**config.mk**
```make
export PLATFORM = sky130hd
export DESIGN_NAME = axis_header_inserter_pipe
export DESIGN_NICKNAME = d
export VERILOG_FILES = /design/src/rtl/axis_hdr_pkg.sv /design/src/rtl/axis_byte_merge.sv /design/src/rtl/axis_header_inserter_pipe.sv
export SDC_FILE = /design/constraint.sdc
export NUM_CORES = 1
export LEC_CHECK = 0
export CAP_MARGIN = 40
export CELL_PAD_IN_SITES_DETAIL_PLACEMENT = 0
export CELL_PAD_IN_SITES_GLOBAL_PLACEMENT = 1
export CORE_ASPECT_RATIO = 1.2
export CORE_MARGIN = 1.5
export CORE_UTILIZATION = 37
export CTS_CLUSTER_SIZE = 14
export DETAILED_ROUTE_END_ITERATION = 6
export PLACE_DENSITY_LB_ADDON = 0.25
export SLEW_MARGIN = 20
export SYNTH_ARGS = -nofsm -noshare
export SYNTH_HDL_FRONTEND = slang
export SYNTH_SLANG_ARGS = --single-unit
```
**constraint.sdc**
```tcl
create_clock -name clk -period 5.8 [get_ports clk]
set_clock_uncertainty 0.15 [all_clocks]
set_input_delay 1.45 -clock clk [delete_from_list [all_inputs] [get_ports clk]]
set_output_delay 1.45 -clock clk [all_outputs]
set_load 0.02 [all_outputs]
```
**src/rtl/axis_hdr_pkg.sv**
```systemverilog
// Shared types and byte-lane helpers for the AXI-Stream header inserter.
// Lane vectors are carried at MAX_BYTES width; callers size-cast down to their beat width.
package axis_hdr_pkg;

    typedef enum logic [1:0] {
        IDLE   = 2'd0,
        STREAM = 2'd1,
        FLUSH  = 2'd2
    } state_e;

    localparam int MAX_BYTES = 64;
    typedef logic [MAX_BYTES-1:0] lane_vec_t;

    function automatic logic [7:0] popcount(input lane_vec_t v);
        logic [7:0] c;
        c = '0;
        for (int i = 0; i < MAX_BYTES; i++) c = c + 8'(v[i]);
        return c;
    endfunction

    // n ones packed against bit w-1 of a w-lane vector (byte 0 sits at the top lane)
    function automatic lane_vec_t msb_mask(input logic [7:0] n, input logic [7:0] w);
        lane_vec_t m;
        m = '0;
        for (int i = 0; i < MAX_BYTES; i++)
            if ((i < int'(w)) && (i + int'(n) >= int'(w))) m[i] = 1'b1;
        return m;
    endfunction

endpackage

```
**src/rtl/axis_byte_merge.sv**
```systemverilog
// Concatenates rcnt residual bytes with n payload bytes, MSB-first, across a 2-beat window.
// hi is the next output beat; lo is whatever spills past it, already MSB-aligned.
module axis_byte_merge
    import axis_hdr_pkg::*;
#(
    parameter int DATA_WD     = 32,
    parameter int BYTE_CNT_WD = $clog2(DATA_WD / 8)
) (
    input  logic [DATA_WD-1:0]     res,
    input  logic [BYTE_CNT_WD:0]   rcnt,
    input  logic [DATA_WD-1:0]     data,
    input  logic [BYTE_CNT_WD:0]   n,
    output logic [DATA_WD-1:0]     hi,
    output logic [DATA_WD-1:0]     lo,
    output logic [BYTE_CNT_WD+1:0] tot
);
    localparam int W = DATA_WD / 8;

    logic [W-1:0]           lane_en;
    logic [DATA_WD-1:0]     data_m;
    logic [2*DATA_WD-1:0]   cat;
    logic [BYTE_CNT_WD+3:0] shamt;

    assign lane_en = W'(msb_mask(8'(n), 8'(W)));

    // Unused payload lanes are zeroed so they never leak into the residual
    for (genvar b = 0; b < W; b++) begin : g_lane
        assign data_m[8*b +: 8] = data[8*b +: 8] & {8{lane_en[b]}};
    end

    assign shamt = {rcnt, 3'b000};
    assign cat   = {res, {DATA_WD{1'b0}}} | ({data_m, {DATA_WD{1'b0}}} >> shamt);
    assign hi    = cat[2*DATA_WD-1 -: DATA_WD];
    assign lo    = cat[DATA_WD-1:0];
    assign tot   = {1'b0, rcnt} + {1'b0, n};

endmodule

```
**src/rtl/axis_header_inserter_pipe.sv**
```systemverilog
// Prepends a 0..W byte header to each AXI-Stream packet at one beat per clock,
// with registered output, downstream backpressure and a flush beat when the tail overflows.
module axis_header_inserter_pipe
    import axis_hdr_pkg::*;
#(
    parameter int DATA_WD      = 32,
    parameter int DATA_BYTE_WD = DATA_WD / 8,
    parameter int BYTE_CNT_WD  = $clog2(DATA_BYTE_WD)
) (
    input  logic                    clk,
    input  logic                    rst,
    input  logic                    valid_in,
    input  logic [DATA_WD-1:0]      data_in,
    input  logic [DATA_BYTE_WD-1:0] keep_in,
    input  logic                    last_in,
    output logic                    ready_in,
    output logic                    valid_out,
    output logic [DATA_WD-1:0]      data_out,
    output logic [DATA_BYTE_WD-1:0] keep_out,
    output logic                    last_out,
    input  logic                    ready_out,
    input  logic                    valid_insert,
    input  logic [DATA_WD-1:0]      data_insert,
    input  logic [DATA_BYTE_WD-1:0] keep_insert,
    input  logic [BYTE_CNT_WD:0]    byte_insert_cnt,
    output logic                    ready_insert,
    output logic                    keep_err
);
    localparam int CW = BYTE_CNT_WD + 1;
    localparam int TW = BYTE_CNT_WD + 2;
    localparam logic [CW-1:0] W_C = CW'(DATA_BYTE_WD);
    localparam logic [TW-1:0] W_T = TW'(DATA_BYTE_WD);

    typedef struct packed {
        logic [DATA_WD-1:0]      data;
        logic [DATA_BYTE_WD-1:0] keep;
        logic                    last;
    } beat_t;

    state_e state_q, state_d;

    logic [DATA_WD-1:0]      res_q;
    logic [CW-1:0]           rcnt_q;
    beat_t                   out_q;
    logic                    out_vld_q;
    logic                    keep_err_q;

    logic                    out_free, hdr_fire, in_fire, flush_go;
    logic [7:0]              pc_in;
    logic [CW-1:0]           n_beat, cnt_c;
    logic                    keep_in_bad, hdr_bad, spill;
    logic [DATA_WD-1:0]      hdr_sh, mrg_hi, mrg_lo;
    logic [TW-1:0]           tot;
    logic [DATA_BYTE_WD-1:0] keep_tot, keep_res;

    assign out_free = !out_vld_q || ready_out;
    assign hdr_fire = valid_insert && ready_insert;
    assign in_fire  = valid_in && ready_in;

    // Input sanitising: bad keeps are flagged but the beat still proceeds
    always_comb begin
        pc_in       = popcount(lane_vec_t'(keep_in));
        keep_in_bad = last_in ? ((pc_in == 8'd0) ||
                                 (lane_vec_t'(keep_in) != msb_mask(pc_in, 8'(DATA_BYTE_WD))))
                              : (keep_in != '1);
        n_beat      = last_in ? CW'(pc_in) : W_C;
        cnt_c       = (byte_insert_cnt > W_C) ? W_C : byte_insert_cnt;
        hdr_bad     = (byte_insert_cnt > W_C) ||
                      (popcount(lane_vec_t'(keep_insert)) != 8'(byte_insert_cnt));
        hdr_sh      = data_insert << {W_C - cnt_c, 3'b000};
    end

    axis_byte_merge #(
        .DATA_WD     (DATA_WD),
        .BYTE_CNT_WD (BYTE_CNT_WD)
    ) u_merge (
        .res  (res_q),
        .rcnt (rcnt_q),
        .data (data_in),
        .n    (n_beat),
        .hi   (mrg_hi),
        .lo   (mrg_lo),
        .tot  (tot)
    );

    always_comb begin
        spill    = tot > W_T;
        keep_tot = DATA_BYTE_WD'(msb_mask(8'(tot), 8'(DATA_BYTE_WD)));
        keep_res = DATA_BYTE_WD'(msb_mask(8'(rcnt_q), 8'(DATA_BYTE_WD)));
    end

    always_ff @(posedge clk) begin
        if (rst) state_q <= IDLE;
        else     state_q <= state_d;
    end

    always_comb begin
        state_d = state_q;
        unique case (state_q)
            IDLE:    if (hdr_fire) state_d = STREAM;
            STREAM:  if (in_fire && last_in) state_d = spill ? FLUSH : IDLE;
            FLUSH:   if (out_free) state_d = IDLE;
            default: state_d = IDLE;
        endcase
    end

    // Handshakes are held off while reset is asserted so nothing is accepted then dropped
    always_comb begin
        ready_insert = (state_q == IDLE) && !rst;
        ready_in     = (state_q == STREAM) && out_free && !rst;
        flush_go     = (state_q == FLUSH) && out_free;
    end

    always_ff @(posedge clk) begin
        if (rst) begin
            res_q      <= '0;
            rcnt_q     <= '0;
            out_q      <= '0;
            out_vld_q  <= 1'b0;
            keep_err_q <= 1'b0;
        end else begin
            keep_err_q <= (hdr_fire && hdr_bad) || (in_fire && keep_in_bad);
            if (hdr_fire) begin
                res_q  <= hdr_sh;
                rcnt_q <= cnt_c;
            end
            if (in_fire) begin
                out_vld_q  <= 1'b1;
                out_q.data <= mrg_hi;
                if (last_in && !spill) begin
                    out_q.keep <= keep_tot;
                    out_q.last <= 1'b1;
                end else begin
                    // full beat out; spill-over waits in the residual (rcnt is unchanged mid-packet)
                    out_q.keep <= '1;
                    out_q.last <= 1'b0;
                    res_q      <= mrg_lo;
                    if (last_in) rcnt_q <= CW'(tot - W_T);
                end
            end else if (flush_go) begin
                out_vld_q  <= 1'b1;
                out_q.data <= res_q;
                out_q.keep <= keep_res;
                out_q.last <= 1'b1;
            end else if (ready_out) begin
                out_vld_q <= 1'b0;
            end
        end
    end

    assign valid_out = out_vld_q;
    assign data_out  = out_q.data;
    assign keep_out  = out_q.keep;
    assign last_out  = out_q.last;
    assign keep_err  = keep_err_q;

endmodule

```
After elaboration in Yosys (flattened, before gate mapping)
Index checks and enable logic that the tools add are counted.
{ "word_totals": {"reg_bits": 76, "in_bits": 81, "elab_cells": 121} }
{ "classes": {"addsub": 21, "order_cmp": 18, "n_eq_ne": 8, "shift": 2, "muxes": 37, "bitwise": 5, "reduce_logical": 22} }
{ "op_table": {"columns": ["op", "n"], "rows": [
  ["32-bit by 4-bit greater-or-equal comparator with 1-bit output (second input constant)", 3],
  ["32-bit 2-to-1 mux", 3],
  ["37-bit 2-to-1 mux", 2],
  ["64-bit bitwise OR", 1],
  ["64-bit by 6-bit right shift with 64-bit output", 1],
  ["8-bit bitwise AND", 4],
  ["32-bit by 6-bit left shift with 32-bit output", 1],
  ["5-bit by 3-bit greater-or-equal comparator with 1-bit output (second input constant)", 6],
  ["2-bit by 4-bit adder with 5-bit output (first input constant)", 4],
  ["4-bit by 3-bit greater-or-equal comparator with 1-bit output (second input constant)", 5],
  ["1-bit 2-to-1 mux", 20],
  ["3-bit 2-to-1 mux", 6],
  ["2-bit by 3-bit adder with 4-bit output (first input constant)", 4],
  ["1-bit by 4-bit adder with 5-bit output (first input constant)", 2],
  ["1-bit logical AND", 10],
  ["1-bit by 3-bit adder with 4-bit output (first input constant)", 2],
  ["3-bit by 1-bit adder with 4-bit output", 2],
  ["8-bit logical NOT", 1],
  ["2-bit 2-to-1 mux", 4],
  ["2-bit by 1-bit adder with 3-bit output", 2],
  ["3-bit greater-or-equal comparator (second input constant)", 2],
  ["2-bit inequality test (second input constant)", 3],
  ["2-bit one-hot mux with 3 select lines", 1],
  ["5-bit 2-to-1 mux", 1],
  ["17 further kinds", 23]
]} }

Longest topological paths before layout
Gate-level depths: netlist (run 1).
{ "logic_depth": {"word_depth": 12, "ltp_mapped": 14, "ltp_nobuf": 14} }

By module
A second synthesis (run 1) with hierarchy kept.
{ "hier_totals": {"cells_unflattened": 716, "area_unflattened_um2": 5826.8} }
{ "by_module_without_submodules": {"columns": ["module", "n_inst", "cells_per_inst", "area_per_inst_um2", "seq_area_each_um2"], "rows": [
  ["axis_header_inserter_pipe", 1, 497, 4234.1, 1521.5],
  ["axis_byte_merge", 1, 219, 1592.8, 0.0]
]} }

Worst setup path before layout (run 1)
Ideal clock, no wire load.
{ "synth_timing": {"path_kind": "input to register", "startpoint": "input keep_in[0]", "endpoint": "register out_q (netlist bit keep_out[2])", "arrival_ps": 4277, "t_required_ps": 5518, "setup_slack_ps": 1240, "path_stages": 12, "n_path_buf": 0, "path_cell_list": "fa_1 -> ha_1 -> ha_1 -> nand2_1 -> xnor2_1 -> ha_1 -> a31oi_1 -> xnor2_1 -> ha_1 -> or4_1 -> o211ai_1 -> a21oi_1"} }
{ "synth_between": {"elab_chain_len": 10, "word_cells_on_any_way": 13} }
{ "synth_lines": {"columns": ["element", "line_no", "text"], "rows": [
  ["from (decl)", "axis_header_inserter_pipe.sv:14", "input logic [DATA_BYTE_WD-1:0] keep_in,"],
  ["1-bit by 1-bit adder with 2-bit output *", "axis_hdr_pkg.sv:17", "for (int i = 0; i < MAX_BYTES; i++) c = c + 8'(v[i]);"],
  ["2-bit by 1-bit adder with 3-bit output *", "axis_hdr_pkg.sv:17", null],
  ["3-bit by 1-bit adder with 4-bit output *", "axis_hdr_pkg.sv:17", null],
  ["3-bit 2-to-1 mux *", "axis_header_inserter_pipe.sv:66", "n_beat = last_in ? CW'(pc_in) : W_C;"],
  ["3-bit by 3-bit adder with 4-bit output *", "axis_byte_merge.sv:35", "assign tot = {1'b0, rcnt} + {1'b0, n};"],
  ["2-bit by 4-bit adder with 5-bit output / 4-bit by 3-bit > comparator with 1-bit output (equally long branches)", "axis_hdr_pkg.sv:26, axis_header_inserter_pipe.sv:87", null],
  ["5-bit by 3-bit greater-or-equal comparator with 1-bit output / 1-bit logical NOT (equally long branches)", "axis_hdr_pkg.sv:26, axis_header_inserter_pipe.sv:130", null],
  ["1-bit 2-to-1 mux / 1-bit logical AND (equally long branches)", "axis_hdr_pkg.sv:26, axis_header_inserter_pipe.sv:130", null],
  ["5-bit 2-to-1 mux *", "axis_header_inserter_pipe.sv:130", "if (last_in && !spill) begin"],
  ["37-bit 2-to-1 mux *", "axis_header_inserter_pipe.sv:127", "if (in_fire) begin"],
  ["to (decl)", "axis_header_inserter_pipe.sv:44", "beat_t out_q;"]
]} }
Every way passes the cells marked *; elsewhere a longest branch is shown, timed or not.
A chain may end at the register's enable or synchronous reset.

Worst setup path in the final report (run 1)
{ "layout_timing": {"startpoint": "input keep_in[1]", "endpoint": "register out_q (netlist bit keep_out[2])"} }
Same word-level chain as after synthesis.

==> results_dict.tcl, run 1 <==
set metrics [dict create \
    crit_fanout 7 \
    ys_types 63 \
    cts-hold-fix-buffers 0 \
    syn_to_final_growth_pct 33.1 \
    synth_ff_type "dfxtp_1" \
    start_util_pct 38.4 \
    required_ns 5.87 \
    cts_resized 0 \
    powerDensity_mw_per_mm2 248 \
    final-setup-viol-count 0 \
    synth-seq-cells 76 \
    track_usage_pct 27.5 \
    holdPathStages 2 \
    avgSynthCellArea_um2 8.43 \
    synth_edf_count 0 \
    num_antenna_cells 0 \
    gp_congestion 0.944 \
    die_y_um 129 \
    register_area_mm2 0.00152 \
    post-cts-setup-buffer-count 0 \
    clockRootBuffer "clkbuf_16" \
    io_pins 122 \
    grt.overflow.total 0 \
    finalHoldViolCount 0 \
    rsz0062_at_grt "no" \
    portBuffers 121 \
    clock_latency_ns 0.34 \
    coreArea_mm2 0.0128 \
    rows 45 \
    drv_cap 0 \
    status "finished with violations" \
    r2r_start "rcnt_q[1]" \
    hold_end "res_q[16]" \
    via_per_inst 6.29 \
    synth_nets 679 \
    vias 5328 \
    maxSlewViolCount 0 \
    die_area_mm2 0.0140 \
    critPathLaunchType "primary input" \
    cts_tree "built" \
    tightest_slew_ns 0.872 \
    crit_path_cell_trace "clkdlybuf4s50_1 > fa_1 > ha_1 > ha_1 > nor2b_1 > inv_1 > ha_1 > xnor2_1 > inv_2 > ha_1 > nor2b_1 > or4_1 > o211ai_1 > a21oi_1" \
    violations "DRC" \
    clockBufferDepth 2 \
    crit_slowest_cell "clkdlybuf4s50_1" \
    timing.rr.end "keep_out[2]" \
    drt-total-wl_um 18900 \
    drc_errors 4 \
    multi_input_area_mm2 0.00312 \
    place_hpwl_um 14300 \
    fin_crit_ns 5.06 \
    grt_pass1_wl_um 29200 \
    antenna_found_initial 0 \
    rrSetupSlack_ns 2.76 \
    ant_nets 0 \
    crit_type "in2reg" \
    max_stage_delay_ns 0.57 \
    rr_worst_depth 11 \
    crit_path_end_kind "flop" \
    syn_inst 582 \
    drt_iter0_markers 641 \
    async_flop_share_pct 0 \
    slew_headroom_pct 41.9 \
    numCtsBuffers 9 \
    layout-drive-gt1-share_pct 6.88 \
    drt_first_pass_iters 7 \
    cts-htree-levels 3 \
    p_leak_nw 2.46 \
    fin_crit_sh_pct 87.2 \
    yosys_warnings 0 \
    final_nets 775 \
    netlist_area_mm2 0.00490 \
    synth_seq_area_share_pct 31.0 \
    grt_pass1_vias 5227 \
    mostFrequentLayoutCells "120 x clkdlybuf4s50_1, 76 x dfxtp_1, 53 x a21oi_1" \
    hp-start "res_q[16]" \
    fillCellCount 1221 \
    grt_max_degree 28 \
    cp_common_cell "ha_1" \
    arrival_ns 5.12 \
    layout_commonest_cell "clkdlybuf4s50_1" \
    fmax_mhz 198 \
    cts.clk_slew.worst_paths_ns 0.06 \
    die_w_um 108 \
    tns_ns 0 \
    cts.sinks 76 \
    postLayoutCoreUtil_pct 51.1 \
    ir_drop_mv 0.118 \
    holdCritPathClass "reg2reg" \
    wl_per_cell_um 22.3 \
]
[power by group]
| part | internal (mW) | switching, mW | total, mW |
|---|---|---|---|
| combinational | 0.190 | 0.245 | 0.435 |
| sequential | 0.552 | 0.0234 | 0.575 |
| clock | 0.377 | 0.232 | 0.609 |
[flip-flops by register name, summed over array words and instances, names as in the netlist]
register and flops:
data_out 32, res_q 32, keep_out 4, rcnt_q 3, state_q 2, keep_err 1, last_out 1, valid_out 1
[per-layer routing]
layer	vias up	track usage (%)	part of all wire [%]
met1	2575	33.4	40
li1	2460	-	-
met5	-	0	0
met4	0	9.98	2.9
met2	253	48.5	50
met3	40	4.98	6.8
[Yosys cell counts, types with 3 or more instances]
library cell	n	area share (%)
a211oi_1	12	1.8
a21oi_1	53	5.4
a221o_1	4	0.82
a221oi_1	14	2.5
a222oi_1	19	3.9
a22o_1	24	4.3
a22oi_1	18	2.8
a31oi_1	3	0.38
a32oi_1	8	1.4
and2_1	7	0.89
and3_1	5	0.64
buf_2	12	1.2
buf_4	4	0.61
clkbuf_1	30	2.3
dfxtp_1	76	31
ha_1	14	3.6
inv_1	8	0.61
mux2i_1	41	8.4
nand2_1	44	3.4
nand2b_1	4	0.51
nand3_1	16	1.6
nor2_1	33	2.5
nor2b_1	7	0.89
nor3_1	4	0.41
o211ai_1	5	0.77
o21ai_0	32	3.3
o22ai_1	28	3.6
o32ai_1	4	0.71
xnor2_1	6	1.1
[final cells by class]
| type | count | area share (%) |
|---|---|---|
| multi-input cells | 445 | 47.7 |
| inverters | 10 | 0.575 |
| clock inverters | 6 | 1.36 |
| clock buffers | 10 | 3.51 |
| repair buffers | 136 | 20.3 |
| flip-flops and latches | 76 | 23.3 |
| well taps | 164 | 3.14 |
[how the worst max path moves through the flow]
stage                          start           to
final                     keep_in[1]  keep_out[2]
after detailed placement  keep_in[1]    res_q[15]
after global routing      keep_in[1]    res_q[15]
after global placement    keep_in[1]  keep_out[2]
after CTS                 keep_in[1]    res_q[15]
after floorplan           keep_in[0]  keep_out[2]
[worst max-delay path: cells and delay by family]
kind | cells | cell delay [ns]
adders and majority gates | 5 | 1.51
xor gates and xnor gates | 1 | 0.33
and+or+nand+nor | 3 | 0.79
buffers and inverters | 3 | 0.79
AOI/OAI and AO/OA | 2 | 0.25
[metrics by stage]
step / setup WS, ns / area, um^2 / cells / power [mW] / hold slack (ns)
global route: 0.419 / 6530 / 847 / 1.69 / 0.356
detailed placement: 0.405 / 6180 / 827 / 1.01 / 0.316
finish: 0.743 / 6530 / 847 / 1.62 / 0.326
CTS: 0.746 / 6490 / 843 / 1.62 / 0.330
floorplan: 1.24 / 4900 / 582 / 0.833 / 0.299
global placement: 0.540 / 6160 / 826 / 1.01 / 0.309
[logic make-up (layout without fill, tap and decap cells)]
kind of cell	count (synthesis)	after routing	share of synthesized area, %
DFF	76	76	31.0
buffers and inverters	61	162	5.61
muxes	43	43	8.83
and+or+nand+nor	142	142	15.2
AOI/OAI and AO/OA	235	235	33.4
xor gates and xnor gates	8	8	1.43
adders and majority gates	17	17	4.59
Note: power is estimated with default switching activity, not from simulation.
==> run 2, diff against run 1 <==
==> constraint.sdc (replaced) <==
create_clock -name clk -period 5.8 [get_ports clk]
set_clock_uncertainty 0.15 [all_clocks]
set_input_delay 1.16 -clock clk [delete_from_list [all_inputs] [get_ports clk]]
set_output_delay 1.16 -clock clk [all_outputs]
set_load 0.02 [all_outputs]
==> run 2 against run 1 <==
The flow still finishes with violations (DRC). Worst setup slack improved by 0.14 ns. Combinational power rose by 2%. Cell count rose by 0.12%. Largest power group unchanged. Critical path type unchanged. Maximum frequency rose by 3.0%.
==> results_dict.tcl, run 2 (synthesized netlist as in run 1, its figures left out) <==
set metrics [dict create \
    fin_crit_sh_pct 84.7 \
    vias 5340 \
    arrival_ns 4.97 \
    required_ns 5.86 \
    critPathLaunchType "primary input" \
    gp_congestion 0.936 \
    clock_latency_ns 0.34 \
    die_y_um 129 \
    final_cell_count_no_fill 848 \
    crit_path_cell_trace "clkdlybuf4s50_1 > fa_1 > ha_1 > ha_1 > nand2_1 > xnor2_1 > ha_1 > a31oi_1 > xnor2_1 > inv_2 > o21ai_2 > a21o_1 > o22ai_1" \
    maxSlewViolCount 0 \
    drc_errors 9 \
    cts.sinks 76 \
    cts.clk_slew.worst_paths_ns 0.06 \
    grt_pass1_wl_um 29400 \
    portBuffers 121 \
    cts-htree-levels 3 \
    p_leak_nw 2.48 \
    drv_cap 0 \
    final-setup-viol-count 0 \
    fillCellCount 1247 \
    cts-hold-fix-buffers 0 \
    ir_drop_mv 0.142 \
    rows 45 \
    dp_cells 826 \
    numCtsBuffers 9 \
    cts_resized 0 \
    fin_crit_ns 4.91 \
    drt_first_pass_iters 7 \
    io_pins 122 \
    mostFrequentLayoutCells "120 x clkdlybuf4s50_1, 76 x dfxtp_1, 53 x a21oi_1" \
    post-cts-setup-buffer-count 0 \
    start_util_pct 38.4 \
    multi_input_area_mm2 0.00312 \
    violations "DRC" \
    finalHoldViolCount 0 \
    grt_pass1_vias 5317 \
    crit_type "in2reg" \
    fmax_mhz 204 \
    crit_path_end_kind "flop" \
    cp_common_cell "ha_1" \
    num_antenna_cells 0 \
    status "finished with violations" \
    wl_per_cell_um 22.6 \
    holdCritPathClass "reg2reg" \
    coreArea_mm2 0.0128 \
    tns_ns 0 \
    clockRootBuffer "clkbuf_16" \
    syn_to_final_growth_pct 33.5 \
    antenna_found_initial 0 \
    drt-total-wl_um 19200 \
    track_usage_pct 27.6 \
    layout_commonest_cell "clkdlybuf4s50_1" \
    cts_tree "built" \
    crit_fanout 12 \
    ant_nets 0 \
    final_nets 776 \
    max_stage_delay_ns 0.58 \
    rsz0062_at_grt "no" \
    place_hpwl_um 14300 \
    clockBufferDepth 2 \
    rrSetupSlack_ns 2.61 \
    tightest_slew_ns 0.815 \
    finalPower_mw 1.59 \
    layout-drive-gt1-share_pct 7.16 \
    powerDensity_mw_per_mm2 243 \
    register_area_mm2 0.00152 \
    via_per_inst 6.30 \
    drt_iter0_markers 573 \
    die_area_mm2 0.0140 \
    crit_slowest_cell "clkdlybuf4s50_1" \
    slew_headroom_pct 45.6 \
    grt_max_degree 31 \
    die_w_um 108 \
    grt.overflow.total 0 \
]
run 2: path summary, 6_finish.rpt:
check / startpoint / end / depth (start not counted)
worst max-delay path: keep_in[1] / res_q[18] / 13
worst min-delay path: res_q[20] / res_q[20] / 2
worst max register to register: rcnt_q[1] / res_q[18] / 9
worst min register to register: res_q[20] / res_q[20] / 2
run 2: where the power goes:
| group | internal, mW | switching, mW | leakage, nW |
|---|---|---|---|
| sequential | 0.552 | 0.0208 | 0.617 |
| clock | 0.335 | 0.240 | 0.146 |
| combinational | 0.192 | 0.250 | 1.71 |
| total | 1.08 | 0.511 | 2.48 |
run 2: final cells by class:
cell class / count / share of cell area (%)
Multi-Input combinational cell: 445 / 47.6
Timing Repair Buffer: 137 / 20.8
Inverter: 10 / 0.574
Clock inverter: 7 / 1.19
Tap cell: 164 / 3.14
Clock buffer: 9 / 3.44
Sequential cell: 76 / 23.2
run 2: routing by layer:
metal	global-route usage, %	up-vias	part of all wire, %
met5	0	-	0
li1	-	2471	-
met3	4.43	57	7.3
met1	34.0	2540	39
met4	13.0	0	4.8
met2	47.0	272	49
run 2: per-stage QoR:
step	worst slack (ns)	hold WS, ns	utilization, %	area, um^2
CTS	0.875	0.327	50.8	6490
finish	0.888	0.329	51.2	6550
detailed placement	0.562	0.316	48.4	6190
global placement	0.758	0.307	48.1	6150
global route	0.649	0.358	51.2	6550
floorplan	1.53	0.299	-	4900
run 2: critical path: cells and delay by family:
kind                     cells  cell delay [ns]
adder cells (fa/ha/maj)      4             1.32
AO/OA/AOI/OAI                4             1.28
buffers and inverters        2             0.69
XOR/XNOR                     2             0.39
AND/OR/NAND/NOR              1             0.12
==> run 3, diff against run 2 <==
- clock period: 5.8 -> 5 ns (I/O delays scaled with it)
==> run 3 against run 2 <==
The flow still finishes with violations (DRC). Design area grew 0.52%. Core utilization grew 0.26 points. Worst setup slack lost 0.45 ns. Cell count grew 0.24%. Via count shrank 0.34%. Critical path type unchanged.
==> results_dict.tcl, run 3 (synthesized netlist as in run 1, its figures left out) <==
set metrics [dict create \
    status "finished with violations" \
    violations "DRC" \
    antenna_found_initial 0 \
    critPathLaunchType "primary input" \
    setup_slack_ns 0.441 \
    clock_latency_ns 0.34 \
    fin_crit_sh_pct 91.2 \
    cts.clk_slew.worst_paths_ns 0.06 \
    grt_pass1_vias 5270 \
    ant_nets 0 \
    crit_fanout 4 \
    clockRootBuffer "clkbuf_16" \
    register_area_mm2 0.00152 \
    finalHoldViolCount 0 \
    cp_common_cell "ha_1" \
    drv_cap 0 \
    grt.overflow.total 0 \
    multi_input_area_mm2 0.00312 \
    cts_resized 0 \
    cts_tree "built" \
    crit_path_cell_trace "clkdlybuf4s50_1 > fa_1 > ha_1 > ha_1 > nor2b_1 > inv_1 > ha_1 > xnor2_1 > inv_2 > ha_1 > nor2b_1 > or4_1 > o211ai_1 > a21oi_1" \
    gp_congestion 0.928 \
    crit_slowest_cell "clkdlybuf4s50_1" \
    die_y_um 129 \
    powerDensity_mw_per_mm2 294 \
    pre_cts_slack_ns 0.109 \
    mostFrequentLayoutCells "120 x clkdlybuf4s50_1, 76 x dfxtp_1, 53 x a21oi_1" \
    p_leak_nw 2.50 \
    post-cts-setup-buffer-count 0 \
    arrival_ns 4.61 \
    rsz0062_at_grt "no" \
    grt_max_degree 51 \
    final-setup-viol-count 0 \
    rows 45 \
    num_antenna_cells 0 \
    slew_headroom_pct 40.7 \
    die_w_um 108 \
    syn_to_final_growth_pct 34.2 \
    die_area_mm2 0.0140 \
    numCtsBuffers 9 \
    drt_iter0_markers 501 \
    fmax_mhz 219 \
    track_usage_pct 27.4 \
    coreArea_mm2 0.0128 \
    io_pins 122 \
    start_util_pct 38.4 \
    holdCritPathClass "reg2reg" \
    via_per_inst 6.26 \
    cts-hold-fix-buffers 0 \
    portBuffers 121 \
    layout_commonest_cell "clkdlybuf4s50_1" \
    required_ns 5.05 \
    max_stage_delay_ns 0.59 \
    fillCellCount 1253 \
    layout-drive-gt1-share_pct 7.29 \
    grt_pass1_wl_um 29200 \
    tns_ns 0 \
    cts-htree-levels 3 \
    ir_drop_mv 0.146 \
    fin_crit_ns 4.56 \
    place_hpwl_um 14200 \
    wl_per_cell_um 22.3 \
    drt-total-wl_um 18900 \
    drt_first_pass_iters 7 \
    final_nets 778 \
    tightest_slew_ns 0.886 \
    maxSlewViolCount 0 \
    clockBufferDepth 2 \
    vias 5322 \
    crit_type "in2reg" \
    drc_errors 1 \
    cts.sinks 76 \
    crit_path_end_kind "flop" \
]
-- run 3: critical path, delay by kind of cell --
kind            cells  cell delay [ns]
compound gates      2             0.25
xor+xnor            1             0.37
fa+ha+maj           5             1.44
buf+inv             3             0.80
simple gates        3             0.76
-- run 3: power by group --
part           switching (mW)  internal, mW  total, mW
combinational           0.285         0.227      0.512
sequential             0.0273         0.640      0.668
clock                   0.266         0.489      0.754
total                   0.578          1.36       1.93
-- run 3: worst paths after layout --
path	from	endpoint	slack, ns	cells after the start
min reg2reg	res_q[19]	res_q[19]	0.33	2
max reg2reg	rcnt_q[1]	keep_out[2]	1.93	11
min	res_q[19]	res_q[19]	0.33	2
max	keep_in[1]	keep_out[2]	0.44	14
-- run 3: per-stage QoR --
step,utilization [%],area [um^2],hold slack (ns),std cells,total power [mW]
5_1_grt,51.5,6580,0.358,850,2.00
2_1_floorplan,-,4900,0.299,582,0.967
4_1_cts,51.3,6550,0.326,847,1.93
3_5_place_dp,48.6,6210,0.315,831,1.18
6_report,51.5,6580,0.325,850,1.93
3_3_place_gp,48.6,6210,0.307,831,1.18
-- run 3: layout make-up --
cell class / count / share of cell area, %
Sequential cell: 76 / 23.1
Timing Repair Buffer: 139 / 20.7
Clock buffer: 10 / 3.48
Clock inverter: 6 / 1.69
Multi-Input combinational cell: 445 / 47.4
Inverter: 10 / 0.571
Tap cell: 164 / 3.12
-- run 3: metal layers --
layer  wire length (um)  GRT usage [%]
met1               7450           32.9
met2               9390           47.7
met4                823           12.9
met3               1270           4.43
met5                  0              0
